$ cat config.mk
export PLATFORM = sky130hd
export DESIGN_NAME = mcs4_ram_bridge
export DESIGN_NICKNAME = d
export VERILOG_FILES = /design/src/rtl/mcs4_pkg.sv /design/src/rtl/mcs4_timing_gen.sv /design/src/rtl/mcs4_ram_bridge.sv
export SDC_FILE = /design/constraint.sdc
export NUM_CORES = 1
export LEC_CHECK = 0
export ABC_AREA = 1
export BUFFER_PORTS_ARGS = -buffer_cell sky130_fd_sc_hd__buf_2
export CORE_AREA = 8 8 77 79
export CTS_BUF_LIST = sky130_fd_sc_hd__clkbuf_4
export CTS_CLUSTER_DIAMETER = 200
export DETAILED_ROUTE_END_ITERATION = 12
export DIE_AREA = 0 0 85 87
export GPL_TIMING_DRIVEN = 1
export REMOVE_ABC_BUFFERS = 1
export SYNTH_ARGS = -nofsm -noshare
export SYNTH_HDL_FRONTEND = slang
export SYNTH_SLANG_ARGS = --single-unit
$ cat constraint.sdc
create_clock -name clk -period 1.36 [get_ports clk]
set_input_delay 0.272 -clock clk [delete_from_list [all_inputs] [get_ports clk]]
set_output_delay 0.272 -clock clk [all_outputs]
set_load 0.02 [all_outputs]
$ cat src/rtl/mcs4_pkg.sv
// Shared MCS-4 bus types: instruction-cycle phases, RAM I/O opcodes, and bridge command/state types.
// Pure declarations; no latency or backpressure of its own.
package mcs4;

    typedef logic [3:0] char_t;

    typedef enum logic [2:0] {
        A1 = 3'd0,
        A2 = 3'd1,
        A3 = 3'd2,
        M1 = 3'd3,
        M2 = 3'd4,
        X1 = 3'd5,
        X2 = 3'd6,
        X3 = 3'd7
    } instr_cyc_t;

    typedef enum logic [3:0] {
        WRM = 4'h0,
        WMP = 4'h1,
        WRR = 4'h2,
        WPM = 4'h3,
        WR0 = 4'h4,
        WR1 = 4'h5,
        WR2 = 4'h6,
        WR3 = 4'h7,
        SBM = 4'h8,
        RDM = 4'h9,
        RDR = 4'hA,
        ADM = 4'hB,
        RD0 = 4'hC,
        RD1 = 4'hD,
        RD2 = 4'hE,
        RD3 = 4'hF
    } ioram_opa_t;

    localparam char_t Opr_io = 4'hE;

    typedef struct packed {
        ioram_opa_t opa;
        logic [1:0] chip;
        logic [1:0] rg;
        char_t      chr;
        char_t      data;
    } cmd_t;

    typedef enum logic [1:0] {
        ST_IDLE = 2'd0,
        ST_PEND = 2'd1,
        ST_SRC  = 2'd2,
        ST_IO   = 2'd3
    } bridge_state_t;

    // The upper opcode bit separates the read class (data returns on the bus) from writes.
    function automatic logic is_ram_read(input ioram_opa_t opa);
        return opa[3];
    endfunction

endpackage

$ cat src/rtl/mcs4_timing_gen.sv
// Free-running 8-phase instruction-cycle generator with sync at X3 and a synced flag after the first X3.
// Latency: sync is a decode of the registered phase; no backpressure, runs every clock.
module mcs4_timing_gen
    import mcs4::*;
(
    input  logic       clk,
    input  logic       rst_n,
    output instr_cyc_t phase,
    output logic       sync,
    output logic       synced
);

    always_ff @(posedge clk or negedge rst_n) begin
        if (!rst_n) begin
            phase  <= A1;
            synced <= 1'b0;
        end else begin
            phase <= instr_cyc_t'(phase + 3'd1);
            if (phase == X3) begin
                synced <= 1'b1;
            end
        end
    end

    assign sync = (phase == X3);

endmodule

$ cat src/rtl/mcs4_ram_bridge.sv
// Host-to-MCS-4 RAM bridge: each accepted command becomes an SRC cycle then an I/O cycle on the 4-bit bus.
// Latency: 16 clks from a phase-7 accept to rsp_valid (+ wait to phase 7 otherwise); cmd_ready only in IDLE or the final IO clk.
module mcs4_ram_bridge
    import mcs4::*;
#(
    parameter char_t OPR_IO     = Opr_io,
    parameter bit    RSP_WRITES = 1'b1
) (
    input  logic       clk,
    input  logic       rst_n,
    input  logic       cmd_valid,
    output logic       cmd_ready,
    input  ioram_opa_t cmd_opa,
    input  logic [1:0] cmd_chip,
    input  logic [1:0] cmd_reg,
    input  logic [3:0] cmd_char,
    input  logic [3:0] cmd_data,
    output logic       rsp_valid,
    output logic [3:0] rsp_data,
    output logic       sync,
    output logic       cm_ram,
    output char_t      dbus_out,
    input  char_t      dbus_in
);

    instr_cyc_t    phase;
    logic          synced;
    bridge_state_t state;
    bridge_state_t state_nxt;
    cmd_t          cmd_q;
    logic          accept;
    logic          at_x3;
    logic          cmd_is_read;
    logic          respond_en;

    mcs4_timing_gen u_timing (
        .clk    (clk),
        .rst_n  (rst_n),
        .phase  (phase),
        .sync   (sync),
        .synced (synced)
    );

    assign at_x3       = (phase == X3);
    assign cmd_is_read = is_ram_read(cmd_q.opa);
    assign respond_en  = cmd_is_read || RSP_WRITES;

    // A new command may overlap the last IO clk so back-to-back commands cost exactly 16 clks.
    assign cmd_ready = synced && ((state == ST_IDLE) || ((state == ST_IO) && at_x3));
    assign accept    = cmd_valid && cmd_ready;
    assign rsp_valid = (state == ST_IO) && at_x3 && respond_en;

    always_comb begin
        state_nxt = state;
        case (state)
            ST_IDLE: begin
                if (accept) begin
                    state_nxt = at_x3 ? ST_SRC : ST_PEND;
                end
            end
            ST_PEND: begin
                if (at_x3) begin
                    state_nxt = ST_SRC;
                end
            end
            ST_SRC: begin
                if (at_x3) begin
                    state_nxt = ST_IO;
                end
            end
            ST_IO: begin
                if (at_x3) begin
                    state_nxt = accept ? ST_SRC : ST_IDLE;
                end
            end
            default: state_nxt = ST_IDLE;
        endcase
    end

    always_ff @(posedge clk or negedge rst_n) begin
        if (!rst_n) begin
            state    <= ST_IDLE;
            cmd_q    <= '0;
            rsp_data <= 4'h0;
        end else begin
            state <= state_nxt;
            if (accept) begin
                cmd_q.opa  <= cmd_opa;
                cmd_q.chip <= cmd_chip;
                cmd_q.rg   <= cmd_reg;
                cmd_q.chr  <= cmd_char;
                cmd_q.data <= cmd_data;
            end
            // Only commands that will respond update rsp_data, so a silent write keeps the last read.
            if ((state == ST_IO) && (phase == X2) && respond_en) begin
                rsp_data <= cmd_is_read ? dbus_in : 4'h0;
            end
        end
    end

    always_comb begin
        cm_ram   = 1'b0;
        dbus_out = 4'h0;
        case (state)
            ST_SRC: begin
                if (phase == X2) begin
                    cm_ram   = 1'b1;
                    dbus_out = {cmd_q.chip, cmd_q.rg};
                end else if (phase == X3) begin
                    dbus_out = cmd_q.chr;
                end
            end
            ST_IO: begin
                case (phase)
                    M1: dbus_out = OPR_IO;
                    M2: begin
                        cm_ram   = 1'b1;
                        dbus_out = cmd_q.opa;
                    end
                    X2: dbus_out = cmd_is_read ? 4'h0 : cmd_q.data;
                    default: ;
                endcase
            end
            default: ;
        endcase
    end

endmodule

==> qor.yml <==
setup_path:
  cp.arrival_ns: 1.62
  regToRegStartpoint: "u_timing.phase[0]"
  rr_worst_depth: 9
  end_kind: "output pin"
  cp_max_fo: 5
  required_ns: 1.09
  path_class: "reg -> out"
  cp-start-kind: "flop"
  r2r-end: "rsp_data[2]"
  reg2reg_slack_ns: -0.13
synthesis:
  muxShareOfSynthArea: 0
  ys_seq_area_frac: 0.471
  synthDistinctLibCells: 17
  netlist_instances: 178
  synth_top_family_by_area: "simple AND/OR/NAND/NOR gates"
  synth_compound_area_frac: 0.0308
  syn_area_um2: 1380
  synthSimpleGateAreaFrac: 0.368
  ys_ff_latch: 26
  syn_area_per_cell_um2: 7.75
  synth_fa_ha_area_frac: 0.0453
  synth_xor_area_frac: 0
  ys_warn_count: 0
detailed_routing:
  drt_iter0_drc: 59
  wl_um: 3750
  drt-vias-per-instance: 4.74
  wl_per_cell_um: 13.3
  dr.pass1.iters: 4
  route.detailed.drc: 0
  num_vias: 1338
  detail-route-antenna-nets: 0
sta:
  fin_crit_sh: 1.39
  worstMarginPinSlew_ns: 0.614
  rsz0062_at_grt: "yes"
  slew_viol_final: 0
  fmaxAchievable_mhz: 528
  final-hold-violation-count: 0
  worst_slack_ns: -0.533
  fin_crit_ns: 1.89
  relSlewSlack: 0.590
  skew_ns: 0.0112
  setup_viol_count_final: 29
final_layout:
  n_antenna_cell: 0
  fillerInstances: 490
  nets: 255
  fin_util: 0.405
  drive_above_1_share: 0.358
  area_growth_syn_to_layout_pct: 42.3
global_route:
  grt_pass1_vias: 1309
  grt_first_pass_wirelength_um: 5940
  grt_overflow_total: 0
  grt_max_degree: 27
  antenna_found_initial: 0
  grt_usage: 0.101
place:
  place.gp.congestion: 0.857
  dpl.hpwl_um: 2740
  dp_slack_ns: -0.247
  port_buffers: 34
clock_tree:
  worst_skew_pair.late_latency_ns: 0.33
  cts-root-buf: "clkbuf_4"
  cts_buffers: 3
  cts_tree: "done"
  cts.path.max_buffers: 2
  htree_num_levels: 1
  clk_pin_slew_ns: 0.15
  clkSinkCount: 26
floorplanning:
  die_y_um: 87
  io_pins: 35
  initial_core_util: 0.285
  die_x_um: 85
  dieArea_um2: 7400
  fp.coreArea_um2: 4850
  num_rows: 26
worst_hold_path:
  hold_path_end: "cmd_q[8]"
  hold_class: "in -> reg"
  worstHoldStart: "cmd_reg[0]"
  min_path_cells: 3
power_and_ir_drop:
  worst_ir_drop_vdd_v: 0.000476
  finalPower_w: 0.00278
  powerDensity_nw_per_um2: 1420
  p_leak_nw: 1.06
run:
  cap_violations: 0
status:
  outcome: "complete, but fails checks"
  violations: "negative setup slack"
Yosys cell counts:
master | number | area (um^2)
clkbuf_1 | 3 | 11.3
nand4_1 | 16 | 100
buf_6 | 1 | 11.3
inv_1 | 19 | 71.3
nand3_4 | 1 | 17.5
a21oi_1 | 1 | 5.00
nand3_1 | 16 | 80.1
ha_1 | 5 | 62.6
o21ai_0 | 6 | 30.0
buf_4 | 1 | 7.51
nand2_4 | 1 | 11.3
a211oi_1 | 1 | 7.51
nor2_1 | 6 | 22.5
dfrtp_1 | 26 | 651
buf_2 | 3 | 15.0
nand3_2 | 1 | 10.0
nand2_1 | 71 | 267
worst max-delay path by stage:
stage / startpoint / to / slack [ns]
floorplan: u_timing.phase[1] / cmd_ready / -0.37
global placement: u_timing.phase[1] / cmd_q[2] / -0.20
detailed placement: u_timing.phase[1] / cmd_q[3] / -0.25
CTS: u_timing.phase[0] / dbus_out[0] / -0.53
global route: u_timing.phase[0] / dbus_out[0] / -0.66
finish: u_timing.phase[1] / dbus_out[3] / -0.53
flip-flops by register name, summed over array words and instances, names as in the netlist:
| register | flops |
|---|---|
| cmd_is_read | 1 |
| cmd_q | 15 |
| rsp_data | 4 |
| state | 2 |
| u_timing.phase | 3 |
| u_timing.synced | 1 |
what timing repair did:
item | 4_1_cts | 5_1_grt
hold buffers | 1 | 0
resized for setup | 26 | 31
pin swaps | 1 | 8
setup endpoints to repair | 31 | 30
cloned | 1 | 0
buffers inserted | 1 | 2
hold endpoints to repair | 26 | 0
routing by layer:
| metal | up-vias | global-route usage | part of all wire | routed length (um) |
|---|---|---|---|---|
| met2 | 29 | 0.173 | 0.49 | 1840 |
| li1 | 675 | - | - | - |
| met5 | - | 0 | 0 | 0 |
| met3 | 9 | 0.0292 | 0.039 | 148 |
| met1 | 625 | 0.119 | 0.46 | 1710 |
| met4 | 0 | 0.0243 | 0.015 | 55 |
final cells by class:
class	count	area, um^2	share of cell area
multi-input combinational	126	753	0.383
sequential	26	652	0.332
clock inverter	1	30.0	0.0153
inverter	19	73.8	0.0376
tap	56	70.1	0.0357
timing repair buffer	51	363	0.185
clock buffer	3	22.5	0.0115
power breakdown:
group / leakage [nW] / switching, W / internal (W)
combinational: 0.712 / 0.000596 / 0.000368
sequential: 0.320 / 0.000214 / 0.00106
clock: 0.0279 / 0.000243 / 0.000298
total: 1.06 / 0.00105 / 0.00173
cell usage in the layout (no fill, tap or decap), drive strengths merged:
| cell | count |
|---|---|
| a211oi | 1 |
| a21oi | 1 |
| buf | 50 |
| bufinv | 1 |
| clkbuf | 3 |
| dfrtp | 26 |
| dlygate4sd3 | 1 |
| ha | 5 |
| inv | 19 |
| nand2 | 72 |
| nand3 | 19 |
| nand4 | 16 |
| nor2 | 6 |
| o21ai | 6 |
per-stage QoR:
| step | hold WS, ns | instance area, um^2 | setup TNS [ns] | std cells |
|---|---|---|---|---|
| global placement | 0.318 | 1670 | -4.43 | 273 |
| CTS | 0.155 | 1830 | -5.82 | 280 |
| finish | 0.163 | 1960 | -5.95 | 282 |
| global route | 0.148 | 1960 | -8.22 | 282 |
| floorplan | -0.0236 | 1340 | -6.28 | 170 |
| detailed placement | 0.319 | 1670 | -5.36 | 273 |
critical path, cell delays in order, from the launching register on:
cell     delay (ns)
dfrtp_2        0.48
buf_4          0.15
inv_2          0.06
ha_4           0.17
nand3_1        0.08
nand3_1        0.09
nand2_1        0.07
nand2_1        0.08
buf_6          0.12
kinds of logic after synthesis:
kind of cell | count (synthesis)
compound gates | 8
fa+ha+maj | 5
buf+inv | 27
flops | 26
simple gates | 112
(Power assumes the default switching activity.)
